**src/rtl/screen_tx_arbiter.sv**
```systemverilog
// Two-channel round-robin UART frame arbiter: streams the granted channel's
// payload, appends a Modbus CRC-16 (low byte first), then holds an idle gap.
module screen_tx_arbiter #(
  parameter int GAP_CYC = 365000,
  parameter int TO_CYC  = 200000
) (
  input  logic       clk,
  input  logic       rst,
  input  logic       req0,
  input  logic [7:0] len0,
  input  logic [7:0] rd_data0,
  input  logic       req1,
  input  logic [7:0] len1,
  input  logic [7:0] rd_data1,
  output logic [7:0] rd_addr,
  output logic [1:0] gnt,
  output logic [1:0] done,
  output logic       err,
  output logic       busy,
  output logic [7:0] data_tx,
  output logic       data_tx_flash,
  input  logic       tx_finish
);

  localparam int MAX_CYC = (GAP_CYC > TO_CYC) ? GAP_CYC : TO_CYC;
  localparam int TW      = $clog2(MAX_CYC + 1);
  localparam logic [TW-1:0] GAP_LAST = TW'(GAP_CYC - 1);
  localparam logic [TW-1:0] TO_LAST  = TW'(TO_CYC - 1);
  localparam logic [TW-1:0] TMR_ONE  = TW'(1);

  typedef enum logic [2:0] {
    IDLE, GRANT, FETCH, SEND, WAIT_FIN, CRC_LO, CRC_HI, GAP
  } state_t;

  // Which byte the UART is currently shifting, so WAIT_FIN knows where to go next.
  typedef enum logic [1:0] {
    K_DATA, K_CRC_LO, K_CRC_HI
  } kind_t;

  state_t        state_q, state_d;
  kind_t         kind_q, kind_d;
  logic          ptr_q, ptr_d;
  logic          ch_q, ch_d;
  logic [7:0]    len_q, len_d;
  logic [7:0]    rd_addr_q, rd_addr_d;
  logic [7:0]    data_tx_q, data_tx_d;
  logic [15:0]   crc_q, crc_d;
  logic [1:0]    gnt_q, gnt_d;
  logic [TW-1:0] tmr_q, tmr_d;

  logic [1:0] done_d;
  logic       err_d;
  logic       flash_d;
  logic       win;
  logic [1:0] ch_onehot;
  logic [7:0] len_sel;
  logic [7:0] rd_sel;

  function automatic logic [15:0] crc16_byte(input logic [15:0] crc_in,
                                             input logic [7:0]  data);
    logic [15:0] c;
    c = crc_in ^ {8'h00, data};
    for (int i = 0; i < 8; i++) begin
      c = c[0] ? ((c >> 1) ^ 16'hA001) : (c >> 1);
    end
    return c;
  endfunction

  always_comb begin
    win = 1'b0;
    if (req0 && req1) begin
      win = ~ptr_q;
    end else if (req1) begin
      win = 1'b1;
    end
  end

  assign ch_onehot = ch_q ? 2'b10 : 2'b01;
  assign len_sel   = ch_q ? len1 : len0;
  assign rd_sel    = ch_q ? rd_data1 : rd_data0;

  // The timer defaults to zero so every state change restarts it.
  always_comb begin
    state_d   = state_q;
    kind_d    = kind_q;
    ptr_d     = ptr_q;
    ch_d      = ch_q;
    len_d     = len_q;
    rd_addr_d = rd_addr_q;
    data_tx_d = data_tx_q;
    crc_d     = crc_q;
    gnt_d     = gnt_q;
    tmr_d     = '0;
    done_d    = 2'b00;
    err_d     = 1'b0;
    flash_d   = 1'b0;

    case (state_q)
      IDLE: begin
        if (req0 || req1) begin
          ch_d    = win;
          ptr_d   = win;
          gnt_d   = win ? 2'b10 : 2'b01;
          state_d = GRANT;
        end
      end

      GRANT: begin
        len_d     = len_sel;
        rd_addr_d = 8'd0;
        crc_d     = 16'hFFFF;
        if (len_sel == 8'd0) begin
          done_d  = ch_onehot;
          gnt_d   = 2'b00;
          state_d = GAP;
        end else begin
          state_d = FETCH;
        end
      end

      // First cycle lets the buffer register the address; second captures its data.
      FETCH: begin
        if (tmr_q == '0) begin
          tmr_d = tmr_q + TMR_ONE;
        end else begin
          data_tx_d = rd_sel;
          state_d   = SEND;
        end
      end

      SEND: begin
        flash_d = 1'b1;
        crc_d   = crc16_byte(crc_q, data_tx_q);
        kind_d  = K_DATA;
        state_d = WAIT_FIN;
      end

      CRC_LO: begin
        flash_d = 1'b1;
        kind_d  = K_CRC_LO;
        state_d = WAIT_FIN;
      end

      CRC_HI: begin
        flash_d = 1'b1;
        kind_d  = K_CRC_HI;
        state_d = WAIT_FIN;
      end

      // tx_finish is checked before the timeout so a coincident finish wins.
      WAIT_FIN: begin
        if (tx_finish) begin
          case (kind_q)
            K_DATA: begin
              if (rd_addr_q == len_q - 8'd1) begin
                data_tx_d = crc_q[7:0];
                state_d   = CRC_LO;
              end else begin
                rd_addr_d = rd_addr_q + 8'd1;
                state_d   = FETCH;
              end
            end
            K_CRC_LO: begin
              data_tx_d = crc_q[15:8];
              state_d   = CRC_HI;
            end
            default: begin
              done_d  = ch_onehot;
              gnt_d   = 2'b00;
              state_d = GAP;
            end
          endcase
        end else if (tmr_q == TO_LAST) begin
          err_d   = 1'b1;
          done_d  = ch_onehot;
          gnt_d   = 2'b00;
          state_d = GAP;
        end else begin
          tmr_d = tmr_q + TMR_ONE;
        end
      end

      GAP: begin
        if (tmr_q == GAP_LAST) begin
          state_d = IDLE;
        end else begin
          tmr_d = tmr_q + TMR_ONE;
        end
      end

      default: begin
        state_d = IDLE;
      end
    endcase
  end

  always_ff @(posedge clk or negedge rst) begin
    if (!rst) begin
      state_q   <= IDLE;
      kind_q    <= K_DATA;
      ptr_q     <= 1'b1;
      ch_q      <= 1'b0;
      len_q     <= 8'd0;
      rd_addr_q <= 8'd0;
      data_tx_q <= 8'd0;
      crc_q     <= 16'hFFFF;
      gnt_q     <= 2'b00;
      tmr_q     <= '0;
    end else begin
      state_q   <= state_d;
      kind_q    <= kind_d;
      ptr_q     <= ptr_d;
      ch_q      <= ch_d;
      len_q     <= len_d;
      rd_addr_q <= rd_addr_d;
      data_tx_q <= data_tx_d;
      crc_q     <= crc_d;
      gnt_q     <= gnt_d;
      tmr_q     <= tmr_d;
    end
  end

  assign rd_addr       = rd_addr_q;
  assign gnt           = gnt_q;
  assign done          = done_d;
  assign err           = err_d;
  assign busy          = (state_q != IDLE);
  assign data_tx       = data_tx_q;
  assign data_tx_flash = flash_d;

endmodule

```
**config.mk**
```make
export PLATFORM = sky130hd
export DESIGN_NAME = screen_tx_arbiter
export DESIGN_NICKNAME = d
export VERILOG_FILES = /design/src/rtl/screen_tx_arbiter.sv
export SDC_FILE = /design/constraint.sdc
export NUM_CORES = 1
export LEC_CHECK = 0
export CAP_MARGIN = 20
export CORE_AREA = 8 8 99 101
export CTS_CLUSTER_SIZE = 40
export DETAILED_ROUTE_END_ITERATION = 16
export DIE_AREA = 0 0 107 109
export PLACE_DENSITY = 0.75
export SLEW_MARGIN = 10
export SYNTH_ARGS = -nofsm -noshare
export SYNTH_HDL_FRONTEND = slang
export SYNTH_SLANG_ARGS = --single-unit
```
**constraint.sdc**
```tcl
create_clock -name clk -period 2.9 [get_ports clk]
set_input_delay 0.58 -clock clk [delete_from_list [all_inputs] [get_ports clk]]
set_output_delay 0.58 -clock clk [all_outputs]
set_load 0.005 [all_outputs]
```
### Word-level counts from Yosys, hierarchy flattened

Index checks and enable logic that the tools add are counted.

| storage, ports and cells | value |
|---|---|
| bits in registers | 68 |
| input port bits | 37 |
| output and inout port bits | 23 |
| word-level logic and storage cells | 118 |

| operators by class | value |
|---|---|
| add/subtract/negate cells | 3 |
| equal/unequal tests | 22 |
| multiplexer cells | 54 |
| bitwise gates (word level) | 10 |
| reduce and logical (&&, ||, !) cells | 19 |

Operator list:

| cell | count |
|---|---|
| 2-to-1 mux 16 bit | 8 |
| 2-to-1 mux 19 bit | 4 |
| 2-to-1 mux 8 bit | 8 |
| case mux 19 bit (3 select lines) | 1 |
| case mux 8 bit (2 select lines) | 3 |
| case mux 16 bit (2 select lines) | 1 |
| NOT 2 -> 3 bit | 8 |
| 2-to-1 mux 2 bit | 11 |
| 2-to-1 mux 3 bit | 7 |
| adder 19 x 1 -> 19 bit (second input constant) | 1 |
| equality test 19 x 18 -> 1 bit (second input constant) | 1 |
| equality test 19 bit (second input constant) | 1 |
| zero test 19 bit | 1 |
| case mux 3 bit (6 select lines) | 1 |
| XOR 16 x 8 -> 16 bit | 1 |
| equality test 3 bit (second input constant) | 4 |
| inequality test 2 bit (second input constant) | 6 |
| case mux 2 bit (3 select lines) | 2 |
| AND reduction 5 bit | 2 |
| inequality test 3 bit (second input constant) | 3 |
| nonzero test 3 bit | 3 |
| adder 8 x 1 -> 8 bit (second input constant) | 1 |
| equality test 8 bit | 1 |
| zero test 8 bit | 1 |
| other kinds (19) | 28 |

### Logic depth before layout (Yosys ltp)

| depth | value |
|---|---|
| depth in word-level cells | 18 |
| depth in mapped cells | 10 |

### Worst setup path after synthesis

No wires, ideal clock.

| timing | value |
|---|---|
| kind | flip-flop to output port |
| from | register tmr_q[0] |
| to | output port done[1] |
| data arrival time | 2.036 ns |
| slack | 0.284 ns |
| stages on the path, launching flop included | 8 |
| path buffers | 0 |
| cell sequence | dfrtp_1 > ha_1 > and3_1 > nand3_1 > or4_1 > o21ai_0 > a21oi_1 > nor2b_1 |

| between the ends | value |
|---|---|
| word-level cells in the longest chain between the ends | 4 |

Ends and longest elaborated chain:

| element | line | text |
|---|---|---|
| start, declared | 49 | `logic [TW-1:0] tmr_q, tmr_d;` |
| start signal, assigned | 219 | `tmr_q <= tmr_d;` |
| equality test 19 x 18 -> 1 bit | 173 | `end else if (tmr_q == TO_LAST) begin` |
| 2-to-1 mux 2 bit | 173 |  |
| 2-to-1 mux 2 bit | 152 | `if (tx_finish) begin` |
| case mux 2 bit (2 select lines) | 98 | `case (state_q)` |
| end, declared | 17 | `output logic [1:0] done,` |

Every way passes these cells.

### Worst setup path after layout

| timing | value |
|---|---|
| from | register tmr_q[1] |
| to | output port err |

| between the ends | value |
|---|---|
| word-level cells in the longest chain between the ends | 4 |

Ends and longest elaborated chain:

| element | line | text |
|---|---|---|
| equality test 19 x 18 -> 1 bit | 173 |  |
| 2-to-1 mux 1 bit | 173 |  |
| 2-to-1 mux 1 bit | 152 |  |
| 2-to-1 mux 1 bit | 98 |  |
| end, declared | 18 | `output logic err,` |

Every way passes these cells.

==> results.txt <==
The synthesized netlist contains 61 unique library cells. The power density over the cells came out at 1000 mW/mm^2. The floorplan row count came out at 34. The type of element launching the critical path is a flip-flop. The worst-case IR drop observed on VDD is 484 uV.

The number of buffers added by the clock tree synthesis step is 9. The total power consumption of the routed design came out at 5.35 mW. In this run the mean area of a mapped cell was slightly above 9 sq um.

The flow ran to the end, and the final reports show no timing, DRC or antenna violations. The synthesized design contains 68 register bits. The analysis attributes to cell leakage a power of about 2.3 nW. The primary flip-flop cell chosen by synthesis mapping is sky130_fd_sc_hd__dfrtp_1. The horizontal die dimension is 107 microns. The number of global-route vias before repair came out at 3669.

The area share of the largest cell type after synthesis came out at 31.1%. The number of I/O port buffers came out at 59. The floorplan step set the die height to 109 microns.

The number of antenna diodes in the final layout is 0. The global-route total usage across every layer is between 10% and 20%. For this block, the routed nets add up to 10600 microns of wire. The number of nets produced by synthesis is approximately 480. The setup check on the worst reg-to-reg path leaves a slack of 0.18 ns.

The worst hold slack after final layout came out at 0.421 ns. The cell count of the worst reg-to-reg path came out at 14. The max-slew violation total from the final report came to 0. In the layout the commonest cells are sky130_fd_sc_hd__clkdlybuf4s50_1, sky130_fd_sc_hd__dfrtp_1, sky130_fd_sc_hd__nor2_1, sky130_fd_sc_hd__buf_4, sky130_fd_sc_hd__nand2_1. The clock insertion delay at the later pin of the skew report is 0.34 ns. The kind of cell adding the most delay to the critical path is simple AND/OR/NAND/NOR gates. The setup TNS came out at 0 ns. The sort of element at the end of the critical path is an output pin. The per-cell routed wire length is 16.3 microns. The end-of-flow core utilization came out at around 64%.

Clock-pin slew was measured on the worst setup and hold paths at 0.07 ns. The number of instances in the synthesized netlist came out at 441. TritonCTS built the clock tree. The number of hold violations in the final report is 0. The maximum clock frequency is 358 MHz. The arrival time reported for the critical path endpoint came out at ~2.2 ns. The type of the worst min-delay path is input pin to asynchronous set/reset pin.

The signal on the critical path passes through ha_2 -> and3_1 -> nand3_1 -> or4_4 -> buf_4 -> nor3_2 -> clkbuf_2. Together, buffers and inverters on the worst path number 2. The mapped netlist covers 0.00411 sq mm. The half-perimeter wire length after detailed placement is 7460 microns. The congestion estimate from routability-driven global placement came to 0.830. Summing all non-filler instances in the final layout gives an area of 0.00532 sq mm. The final worst clock skew came out at 0.00887 ns. The via density per instance is between 5 and 6. The final critical delay including setup and external delays is 2.80 ns.

The post-detailed-placement cell area came out at 0.00496 sq mm. The worst-case clock buffer depth came out at 2. The boundary pin count came out at 60. In the routed design, unresolved DRC markers number 0.

The remaining number of nets flagged by the antenna check after routing came out at 0. The number of synthesized flops with an enable pin is 0. The delay of the slowest critical-path stage came out at 0.54 ns. The share of post-route cells with drive strength above 1 is a little over a fifth.

The die area is 0.0117 sq mm. In the post-synthesis netlist, the biggest area contributors are sky130_fd_sc_hd__dfrtp_1, sky130_fd_sc_hd__dfstp_2, sky130_fd_sc_hd__xor2_1. Of all flip-flops after synthesis, the portion carrying an async set or reset was 100%. The area of the multi-input gates came out at 0.00229 sq mm.

The slew at the pin with the worst max-slew slack is between 0.8 and 0.9 ns. The core region is 0.00838 sq mm. The largest individual stage delay along the critical path comes from the cell sky130_fd_sc_hd__or4_4. The sequential cell area came out at 0.00172 sq mm. Entering global routing, the biggest net connects a little under 70 pins. The library cell used most frequently in the layout, excluding fill and tap cells, is sky130_fd_sc_hd__clkdlybuf4s50_1. The number of nets at the end of the flow is around 580. The CTS sink count is 68. Of the synthesized area, sequential elements account for 41.9%.

The violation count after the first detailed-route iteration is 281. Counting the fill cells in the layout gives 670. The total vias in the final route came out at 3612. The effective utilization at floorplan came out at 49.0%. The highest net fanout along the worst path came out at 3.

The category of the most critical setup path is flip-flop to output pin. The required time at the endpoint of the critical path is 2.32 ns. Setup repair after global routing left no endpoint under its margin. The initial antenna violation count came out at 0.

The end of the worst register-to-register path is data_tx[3]. In this run the critical register-to-register path is launched from tmr_q[6]. The tree is rooted in a sky130_fd_sc_hd__clkbuf_8. The aggregate global routing overflow came out at 0.

The synthesized design spends more area on one cell type than any other, namely sky130_fd_sc_hd__dfrtp_1. The total of max-cap violations is 0. Measured against its own limit, the worst slew margin works out to between 40% and 50%.

The share of the clock period used by the worst path after layout is 96.4%. Hold repair after CTS inserted 0 buffers. The first global-routing pass estimated 17600 microns of wire. The relative area change from synthesis to final layout came out at 29.6%. CTS built an H-tree with a depth of 3.

The count of warnings emitted by yosys is 0. The iteration count of the initial detailed-routing pass came out at 4. The final-report setup violation count came out at 0.
## registers in the layout, summed over array words and instances (netlist names)
name and flops:
gnt 2, rd_addr 8, ch_q 1, data_tx 8, state_q 3, len_q 8
tmr_q 19, ptr_q 1, kind_q 2, crc_q 16
## area by class of cell
type	instances	area share, %
Multi-Input combinational cell	342	43.0
Sequential cell	68	32.4
Timing Repair Buffer	103	17.5
Clock buffer	14	3.06
Tap cell	108	2.54
Inverter	13	0.917
Clock inverter	2	0.658
## stage by stage
stage | setup slack, ns | std cells
after floorplan | 0.284 | 441
after global placement | -0.0418 | 621
after detailed placement | -0.102 | 621
after CTS | -0.0301 | 651
after global routing | 0.0207 | 650
final | 0.105 | 650
## Yosys cell counts, drive strengths merged, types with 10 or more instances
cell,n
xor2,24
nor2b,16
a21oi,31
nand3,16
xnor2,21
dfstp,17
mux2i,16
nand2,34
nor2,49
o21ai,26
dfrtp,51
a31oi,10
inv,13
clkbuf,13
## per-layer routing
metal / vias to the layer above / share of wire, % / GRT usage, %
met2: 50 / 53 / 32.1
met4: 0 / 0.96 / 5.23
met5: - / 0 / 0
met3: 9 / 3.0 / 3.72
met1: 1793 / 43 / 23.3
li1: 1760 / - / -
## power by group
group          switching (mW)  internal (mW)
clock                   0.357          0.445
combinational            1.52           1.40
sequential              0.324           1.30
total                    2.20           3.14
## how the worst max path moves through the flow
stage,startpoint,endpoint,slack [ns],depth (start not counted)
after floorplan,tmr_q[0],done[1],0.28,7
after global placement,tmr_q[0],done[1],-0.04,8
after detailed placement,tmr_q[6],done[1],-0.10,7
after CTS,tmr_q[15],data_tx[3],-0.03,17
after global routing,tmr_q[0],done[1],0.02,8
final,tmr_q[1],err,0.10,7
## timing repair
item	4_1_cts	5_1_grt
gates resized for setup	24	8
setup buffers	14	2
pin swaps	5	6
gates cloned	0	0
endpoints found under the setup margin	3	25
## logic make-up (layout without fill, tap and decap cells)
kind of cell    Yosys count  after routing  synth area share [%]
simple gates            174            174                  22.3
compound gates           95             95                  14.6
flops                    68             68                  41.9
xor+xnor                 45             45                  9.59
buf+inv                  31            132                  3.59
mux                      24             24                  6.82
fa+ha+maj                 4              4                  1.22
No activity file was read; power rests on OpenSTA's default activity.
